--- src/rtl/branch_ctrl_if.sv ---
// Bus between the next-PC controller and the fetch/PC logic.
// The slave modport is the controller side; the master modport is the core side.
interface branch_ctrl_if #(
  parameter int L  = 10,
  parameter int D  = 4,
  parameter int IW = 5
);
  localparam int DW = $clog2(D + 1);

  logic          Start;
  logic [L-1:0]  ProgCtr;
  logic [2:0]    Op;
  logic [IW-1:0] Idx;
  logic          ZeroIn;
  logic          FlagWe;
  logic          LutWe;
  logic [L-1:0]  LutData;
  logic          BranchAbs;
  logic          BranchRel;
  logic [L-1:0]  Target;
  logic          Flush;
  logic          StackErr;
  logic [DW-1:0] Depth;

  modport master (
    output Start, ProgCtr, Op, Idx, ZeroIn, FlagWe, LutWe, LutData,
    input  BranchAbs, BranchRel, Target, Flush, StackErr, Depth
  );

  modport slave (
    input  Start, ProgCtr, Op, Idx, ZeroIn, FlagWe, LutWe, LutData,
    output BranchAbs, BranchRel, Target, Flush, StackErr, Depth
  );
endinterface

--- src/rtl/branch_ctrl.sv ---
// Next-PC control: branch decode, Zero flag, jump-target table and return stack.
// Define BRANCH_RAS_EN to build the return-address stack (CALL/RET, StackErr, Depth).
module branch_ctrl #(
  parameter int L  = 10,
  parameter int D  = 4,
  parameter int IW = 5
) (
  input logic         Clk,
  input logic         Reset,
  branch_ctrl_if.slave bus
);
  localparam int DW = $clog2(D + 1);
  localparam int NE = 1 << IW;

  typedef enum logic [2:0] {
    OP_NONE = 3'd0,
    OP_JMP  = 3'd1,
    OP_BRZ  = 3'd2,
    OP_BRNZ = 3'd3,
    OP_CALL = 3'd4,
    OP_RET  = 3'd5,
    OP_BR   = 3'd6,
    OP_RSV  = 3'd7
  } op_e;

  op_e          op;
  logic [L-1:0] lut [NE];
  logic [L-1:0] lut_rd;
  logic         zf;
  logic         flush_q;
  logic         req_abs;
  logic         req_rel;
  logic [L-1:0] tgt;

  assign op     = op_e'(bus.Op);
  assign lut_rd = lut[bus.Idx];

`ifdef BRANCH_RAS_EN
  localparam int SW = (D > 1) ? $clog2(D) : 1;

  logic [L-1:0]  stk [D];
  logic [DW-1:0] depth;
  logic [SW-1:0] wr_ptr;
  logic [SW-1:0] rd_ptr;
  logic          push;
  logic          pop;
  logic          err_set;
  logic          stk_err;

  // Slot indices only matter while depth is in range, so the low bits suffice.
  assign wr_ptr = depth[SW-1:0];
  assign rd_ptr = wr_ptr - SW'(1);
`endif

  always_comb begin
    req_abs = 1'b0;
    req_rel = 1'b0;
    tgt     = '0;
`ifdef BRANCH_RAS_EN
    push    = 1'b0;
    pop     = 1'b0;
    err_set = 1'b0;
`endif
    if (!bus.Start) begin
      case (op)
        OP_JMP: begin
          req_abs = 1'b1;
          tgt     = lut_rd;
        end
        OP_BR: begin
          req_rel = 1'b1;
          tgt     = lut_rd;
        end
        OP_BRZ: begin
          if (zf) begin
            req_rel = 1'b1;
            tgt     = lut_rd;
          end
        end
        OP_BRNZ: begin
          if (!zf) begin
            req_rel = 1'b1;
            tgt     = lut_rd;
          end
        end
        OP_CALL: begin
`ifdef BRANCH_RAS_EN
          if (depth < DW'(D)) begin
            req_abs = 1'b1;
            tgt     = lut_rd;
            push    = 1'b1;
          end else begin
            err_set = 1'b1;
          end
`else
          req_abs = 1'b1;
          tgt     = lut_rd;
`endif
        end
        OP_RET: begin
`ifdef BRANCH_RAS_EN
          if (depth != '0) begin
            req_abs = 1'b1;
            tgt     = stk[rd_ptr];
            pop     = 1'b1;
          end else begin
            err_set = 1'b1;
          end
`endif
        end
        default: ;
      endcase
    end
  end

  // Flag and table are written after the decode has read their old values.
  always_ff @(posedge Clk) begin
    if (Reset) begin
      zf      <= 1'b0;
      flush_q <= 1'b0;
      for (int i = 0; i < NE; i++) lut[i] <= '0;
    end else begin
      flush_q <= req_abs | req_rel;
      if (bus.FlagWe) zf <= bus.ZeroIn;
      if (bus.LutWe) lut[bus.Idx] <= bus.LutData;
    end
  end

`ifdef BRANCH_RAS_EN
  always_ff @(posedge Clk) begin
    if (Reset) begin
      depth   <= '0;
      stk_err <= 1'b0;
      for (int i = 0; i < D; i++) stk[i] <= '0;
    end else begin
      if (push) begin
        stk[wr_ptr] <= bus.ProgCtr + L'(1);
        depth       <= depth + DW'(1);
      end else if (pop) begin
        depth <= depth - DW'(1);
      end
      if (err_set) stk_err <= 1'b1;
    end
  end

  assign bus.Depth    = depth;
  assign bus.StackErr = stk_err;
`else
  assign bus.Depth    = '0;
  assign bus.StackErr = 1'b0;
`endif

  assign bus.BranchAbs = req_abs;
  assign bus.BranchRel = req_rel;
  assign bus.Target    = tgt;
  assign bus.Flush     = flush_q;
endmodule

--- src/flat_wrapper.sv ---
// flat-port wrapper written by rule: the top's interface ports become plain ports
module branch_ctrl_flat 
#(
  parameter int L  = 10,
  parameter int D  = 4,
  parameter int IW = 5
)
  (Clk, Reset, bus_Start, bus_ProgCtr, bus_Op, bus_Idx, bus_ZeroIn, bus_FlagWe, bus_LutWe, bus_LutData, bus_BranchAbs, bus_BranchRel, bus_Target, bus_Flush, bus_StackErr, bus_Depth);
  branch_ctrl_if #(.L(L), .D(D), .IW(IW)) bus_i ();
  input logic Clk;
  input logic Reset;
  input wire logic [$bits(bus_i.Start)-1:0] bus_Start;
  input wire logic [$bits(bus_i.ProgCtr)-1:0] bus_ProgCtr;
  input wire logic [$bits(bus_i.Op)-1:0] bus_Op;
  input wire logic [$bits(bus_i.Idx)-1:0] bus_Idx;
  input wire logic [$bits(bus_i.ZeroIn)-1:0] bus_ZeroIn;
  input wire logic [$bits(bus_i.FlagWe)-1:0] bus_FlagWe;
  input wire logic [$bits(bus_i.LutWe)-1:0] bus_LutWe;
  input wire logic [$bits(bus_i.LutData)-1:0] bus_LutData;
  output wire logic [$bits(bus_i.BranchAbs)-1:0] bus_BranchAbs;
  output wire logic [$bits(bus_i.BranchRel)-1:0] bus_BranchRel;
  output wire logic [$bits(bus_i.Target)-1:0] bus_Target;
  output wire logic [$bits(bus_i.Flush)-1:0] bus_Flush;
  output wire logic [$bits(bus_i.StackErr)-1:0] bus_StackErr;
  output wire logic [$bits(bus_i.Depth)-1:0] bus_Depth;
  assign bus_i.Start = bus_Start;
  assign bus_i.ProgCtr = bus_ProgCtr;
  assign bus_i.Op = bus_Op;
  assign bus_i.Idx = bus_Idx;
  assign bus_i.ZeroIn = bus_ZeroIn;
  assign bus_i.FlagWe = bus_FlagWe;
  assign bus_i.LutWe = bus_LutWe;
  assign bus_i.LutData = bus_LutData;
  assign bus_BranchAbs = bus_i.BranchAbs;
  assign bus_BranchRel = bus_i.BranchRel;
  assign bus_Target = bus_i.Target;
  assign bus_Flush = bus_i.Flush;
  assign bus_StackErr = bus_i.StackErr;
  assign bus_Depth = bus_i.Depth;
  branch_ctrl #(.L(L), .D(D), .IW(IW)) u_core (.Clk(Clk), .Reset(Reset), .bus(bus_i));
endmodule
--- config.mk ---
export PLATFORM = sky130hd
export DESIGN_NAME = branch_ctrl_flat
export DESIGN_NICKNAME = d
export VERILOG_FILES = /design/src/rtl/branch_ctrl_if.sv /design/src/rtl/branch_ctrl.sv /design/src/flat_wrapper.sv
export SDC_FILE = /design/constraint.sdc
export NUM_CORES = 1
export LEC_CHECK = 0
export ABC_CLOCK_PERIOD_IN_PS = 6010
export CORE_ASPECT_RATIO = 1.1
export CORE_UTILIZATION = 66
export DETAILED_ROUTE_END_ITERATION = 8
export PLACE_DENSITY = 0.85
export SLEW_MARGIN = 15
export SYNTH_ARGS = -nofsm -noshare
export SYNTH_HDL_FRONTEND = slang
export SYNTH_SLANG_ARGS = --single-unit
export TNS_END_PERCENT = 1
--- constraint.sdc ---
create_clock -name Clk -period 6.01 [get_ports Clk]
set_input_delay 1.803 -clock Clk [delete_from_list [all_inputs] [get_ports Clk]]
set_output_delay 1.803 -clock Clk [all_outputs]
set_load 0.05 [all_outputs]
* Word-level counts from Yosys, hierarchy flattened
Memories as Yosys holds them, arrays and structs flattened. Index checks and enable logic that the tools add are counted.
Storage, ports and cells: bits in registers 2, memory bits (writable) 320, input port bits 34, word-level logic and storage cells 30, memories kept 1
Cells by class: equal/unequal tests 5, multiplexer cells 18, bitwise gates (word level) 1, reductions and logical operators 3
Memories:
- u_core.lut | depth 32, bits a word 10, rd ports 1, clocked after memory_dff 0, wr ports 32, RTL line branch_ctrl.sv:27 | logic [L-1:0] lut [NE];
Operators by type and width (count):
- 10-bit 2-to-1 mux | 4
- 10-bit one-hot mux with 3 select lines | 1
- 1-bit 2-to-1 mux | 11
- 10-bit OR reduction | 1
- 3-bit by 2-bit == test with 1-bit output (second input constant) | 2
- 3-bit == test (second input constant) | 2
- 5-bit 2-to-1 mux | 1
- 3-bit by 1-bit == test with 1-bit output (second input constant) | 1
- 1-bit one-hot mux with 3 select lines | 1
- 3-bit OR reduction | 1
- 2-bit OR reduction | 1
- 1-bit bitwise OR | 1

* Longest topological paths before layout
depth in word-level cells 5, depth in mapped cells 7, depth with buffers taken out 4

* Least setup slack after synthesis
Ideal clock, no wire load.
path type input port to output port, start point input port bus_Op[2], end point output port bus_Target[0], arrival 4713 ps, data required time 4207 ps, path slack -506 ps, stages 5, buffers on the path 1, cells stage by stage o21ai_0 nor4bb_1 nor2_1 clkbuf_1 a21oi_1
Between the ends: word-level cells in the longest chain between the ends 4
RTL lines:
- start, declared | RTL line flat_wrapper.sv:14 | input wire logic [$bits(bus_i.Op)-1:0] bus_Op;
- 3-bit by 1-bit == test with 1-bit output or 3-bit == test (tied branches) | RTL line branch_ctrl.sv:65 | case (op)
- 3-bit OR reduction (no source line)
- 10-bit one-hot mux with 3 select lines * | RTL line branch_ctrl.sv:65
- 10-bit 2-to-1 mux * | RTL line branch_ctrl.sv:64 | if (!bus.Start) begin
- end, declared | RTL line flat_wrapper.sv:22 | output wire logic [$bits(bus_i.Target)-1:0] bus_Target;
Every way passes the cells marked *; elsewhere a longest branch is shown, timed or not.

* Final worst setup path
start point input port bus_Idx[3], end point output port bus_Target[6]
Between the ends: word-level cells in the longest chain between the ends 4
RTL lines:
- start, declared | RTL line flat_wrapper.sv:15 | input wire logic [$bits(bus_i.Idx)-1:0] bus_Idx;
- memory read 32 x 10 bit *
- 10-bit 2-to-1 mux, on equally long branches | RTL line branch_ctrl.sv:81, branch_ctrl.sv:75
- 10-bit one-hot mux with 3 select lines * | RTL line branch_ctrl.sv:65
- 10-bit 2-to-1 mux * | RTL line branch_ctrl.sv:64
Marked as above.

==> results.sh <==
export IMPL_final_cell_mix="and2_1, edfxtp_1, mux2i_1, o22ai_1, buf_4"
export IMPL_fin_crit_sh=1.004
export IMPL_final_max_slew_violation_count=0
export IMPL_syn_inst=1126
export IMPL_synth_xor_area_share=0.0005823
export IMPL_p_leak_nw=6.288
export IMPL_seq_power_share=0.547
export IMPL_p_int_mw=3.710
export IMPL_grt_pass1_vias=9169
export IMPL_crit_path_start_kind="input port"
export IMPL_grt_pass1_wl_mm=52.83
export IMPL_area_growth_pct=12.03
export IMPL_p_switching_mw=1.077
export IMPL_r2r_end="u_core.bus.Flush"
export IMPL_ys_warn_count=0
export IMPL_holdPathEnd="u_core.zf"
export IMPL_rsz0062_at_grt="yes"
export IMPL_portBuffers=36
export IMPL_synth_compound_area_frac=0.03694
export IMPL_grt_max_degree=42
export IMPL_wl_mm=34.75
export IMPL_power_density_nw_per_um2=284.1
export IMPL_die_w_um=145.9
export IMPL_ys_seq_elements=322
export IMPL_violations="setup timing"
export IMPL_firstDrtPassIters=7
export IMPL_clock_latency_ns=0.55
export IMPL_postRouteAntennaNets=0
export IMPL_drc=0
export IMPL_fmax_ghz=0.1658
export IMPL_dp_hpwl_mm=23.15
export IMPL_max_slew_margin_rel=0.2108
export IMPL_swShare=0.2250
export IMPL_vias_per_cell=6.340
export IMPL_syn_area_um2=15040
export IMPL_initial_core_util=0.6759
export IMPL_worst_endpoint_required_ns=4.21
export IMPL_nNetsFinal=1173
export IMPL_setup_viol=4
export IMPL_cts_tree="yes"
export IMPL_grt_use_total=0.3010
export IMPL_finish_utilization=0.7573
export IMPL_synth_area_per_cell_um2=13.36
export IMPL_clk_pin_slew_ns=0.06
export IMPL_hold_path_class="register to register"
export IMPL_crit_start="bus_Idx[3]"
export IMPL_timing_final_ws_setup_ns=-0.02248
export IMPL_p_clk_frac=0.366
export IMPL_synth_simple_area_share=0.1819
export IMPL_fin_hold_ws_ns=0.5212
export IMPL_clockBufferDepth=3
export IMPL_wl_per_cell_um=23.93
export IMPL_synth_edf_count=320
export IMPL_coreArea_um2=22250
export IMPL_vias=9205
export IMPL_peakVddDrop_mv=0.2704
export IMPL_synth_cell_types=33
export IMPL_gp_congestion=0.9097
export IMPL_worst_slew_pin_slew_ns=1.179
export IMPL_max_cap_violations=0
export IMPL_die_height_um=160.3
export IMPL_ios=51
export IMPL_die_area_um2=23400
export IMPL_cts_sinks=322
export IMPL_antenna_found_initial=0
export IMPL_ys_flop_type="edfxtp_1"
export IMPL_hold_start="u_core.zf"
export IMPL_p_comb_frac=0.086
export IMPL_ys_seq_area_frac=0.6415
export IMPL_final_layout_size_suffix_gt1_frac=0.1366
export IMPL_clock_root_buffer="clkbuf_16"
export IMPL_crit_type="input port to output port"
export IMPL_hold_path_depth=2
export IMPL_ys_async_sr_fraction=0
export IMPL_worst_r2r_setup_slack_ns=4.24
export IMPL_status="finished, violations left"
export IMPL_htreeDepth=1
export IMPL_synth_top_family_by_area="simple AND/OR/NAND/NOR gates"
export IMPL_synthAdderAreaFrac=0
export IMPL_hold_buffers=0
export IMPL_finClkSkew_ns=0.0009119
export IMPL_cp_max_fo=17
export IMPL_r2r_start="u_core.zf"
export IMPL_numCtsBuffers=30
export IMPL_diodes=0
export IMPL_r2r_cells=4
export IMPL_worst_endpoint_arrival_ns=4.23
export IMPL_finalCriticalPeriod_ns=6.032
export IMPL_synthMuxAreaShare=0.1071
export IMPL_rows=57
export IMPL_timing_setup_tns_ns=-0.05820
export IMPL_overflow=0
export IMPL_pre_cts_slack_ns=-0.1410
export IMPL_drtIter0Drc=942
export IMPL_hold_viol=0
export IMPL_end_kind="output port"
## repair_timing
| action | CTS | global route |
|---|---|---|
| endpoints found under the setup margin | 10 | 9 |
| pin swaps | 0 | 0 |
| resized for setup | 13 | 7 |
| setup buffers | 0 | 2 |
## Yosys cell counts (2+ instances only)
master     number  area [um^2]
buf_4           5        37.54
clkbuf_1       81        304.0
and2_1        320         2002
or4bb_1         3        33.78
nand4bb_1       4        45.04
or4b_1          3        30.03
nand3b_1        2        15.01
nor4_1         20        125.1
or3b_2          2        17.52
buf_1           4        15.01
nor3_1          6        30.03
o22ai_1        80        500.5
a21oi_1        10        50.05
nand2_1         3        11.26
dfxtp_1         2        40.04
edfxtp_1      320         9609
buf_6           3        33.78
nand4b_1        5        43.79
buf_2          17        85.08
nor2_1         32        120.1
or2_2          32        200.2
mux2i_1       161         1612
## flip-flops by register name, summed over array words and instances, names as in the netlist
register	count
u_core.lut	320
u_core.bus.Flush	1
u_core.zf	1
## kinds of logic after synthesis
group	Yosys count
flops	322
simple gates	440
other cells	1
compound gates	91
buf+inv	110
mux	161
xor+xnor	1
## through the flow
stage          power (mW)  cell area, um^2  instances
5_1_grt             4.903            16850       1452
2_1_floorplan       2.897            15060       1129
3_3_place_gp        3.044            15850       1400
4_1_cts             4.776            16800       1450
3_5_place_dp        3.064            15850       1400
6_report            4.787            16850       1452
## routing by layer
metal,vias up,GRT usage,share of wire
li1,4076,-,-
met2,494,0.4991,0.50
met1,4561,0.4115,0.39
met4,0,0.1167,0.034
met5,-,0,0
met3,74,0.03580,0.083
## worst max-delay path: stages
cell	delay [ns]
clkdlybuf4s50_1	0.62
buf_4	0.28
nand4b_1	0.16
buf_4	0.20
o22ai_1	0.14
nor4_1	0.51
a21oi_1	0.14
buf_4	0.22
buf_12	0.14
## how the worst max path moves through the flow
stage / cells past startpoint / endpoint / slack, ns
final: 9 / bus_Target[6] / -0.02
after global routing: 8 / bus_Target[1] / -0.05
after CTS: 9 / bus_Target[0] / -0.03
after detailed placement: 8 / bus_Target[2] / -0.14
after global placement: 7 / bus_Target[4] / -0.11
after floorplan: 5 / bus_Target[0] / 0.02
## cell type report
type | instances | area, um^2
Sequential cell | 322 | 9649
Multi-Input combinational cell | 697 | 5041
Clock inverter | 13 | 86.33
Timing Repair Buffer | 88 | 905.9
Fill cell | 1360 | 5401
Clock buffer | 37 | 798.3
Tap cell | 295 | 369.1
## power groups by stage
stage                     combinational (mW)  clock [mW]  sequential (mW)
after floorplan                        0.242           0             2.65
after global placement                 0.387           0             2.66
after detailed placement               0.397           0             2.67
after CTS                              0.404        1.75             2.62
after global routing                   0.432        1.84             2.63
final                                  0.413        1.75             2.62
Note: power is estimated with default switching activity, not from simulation.
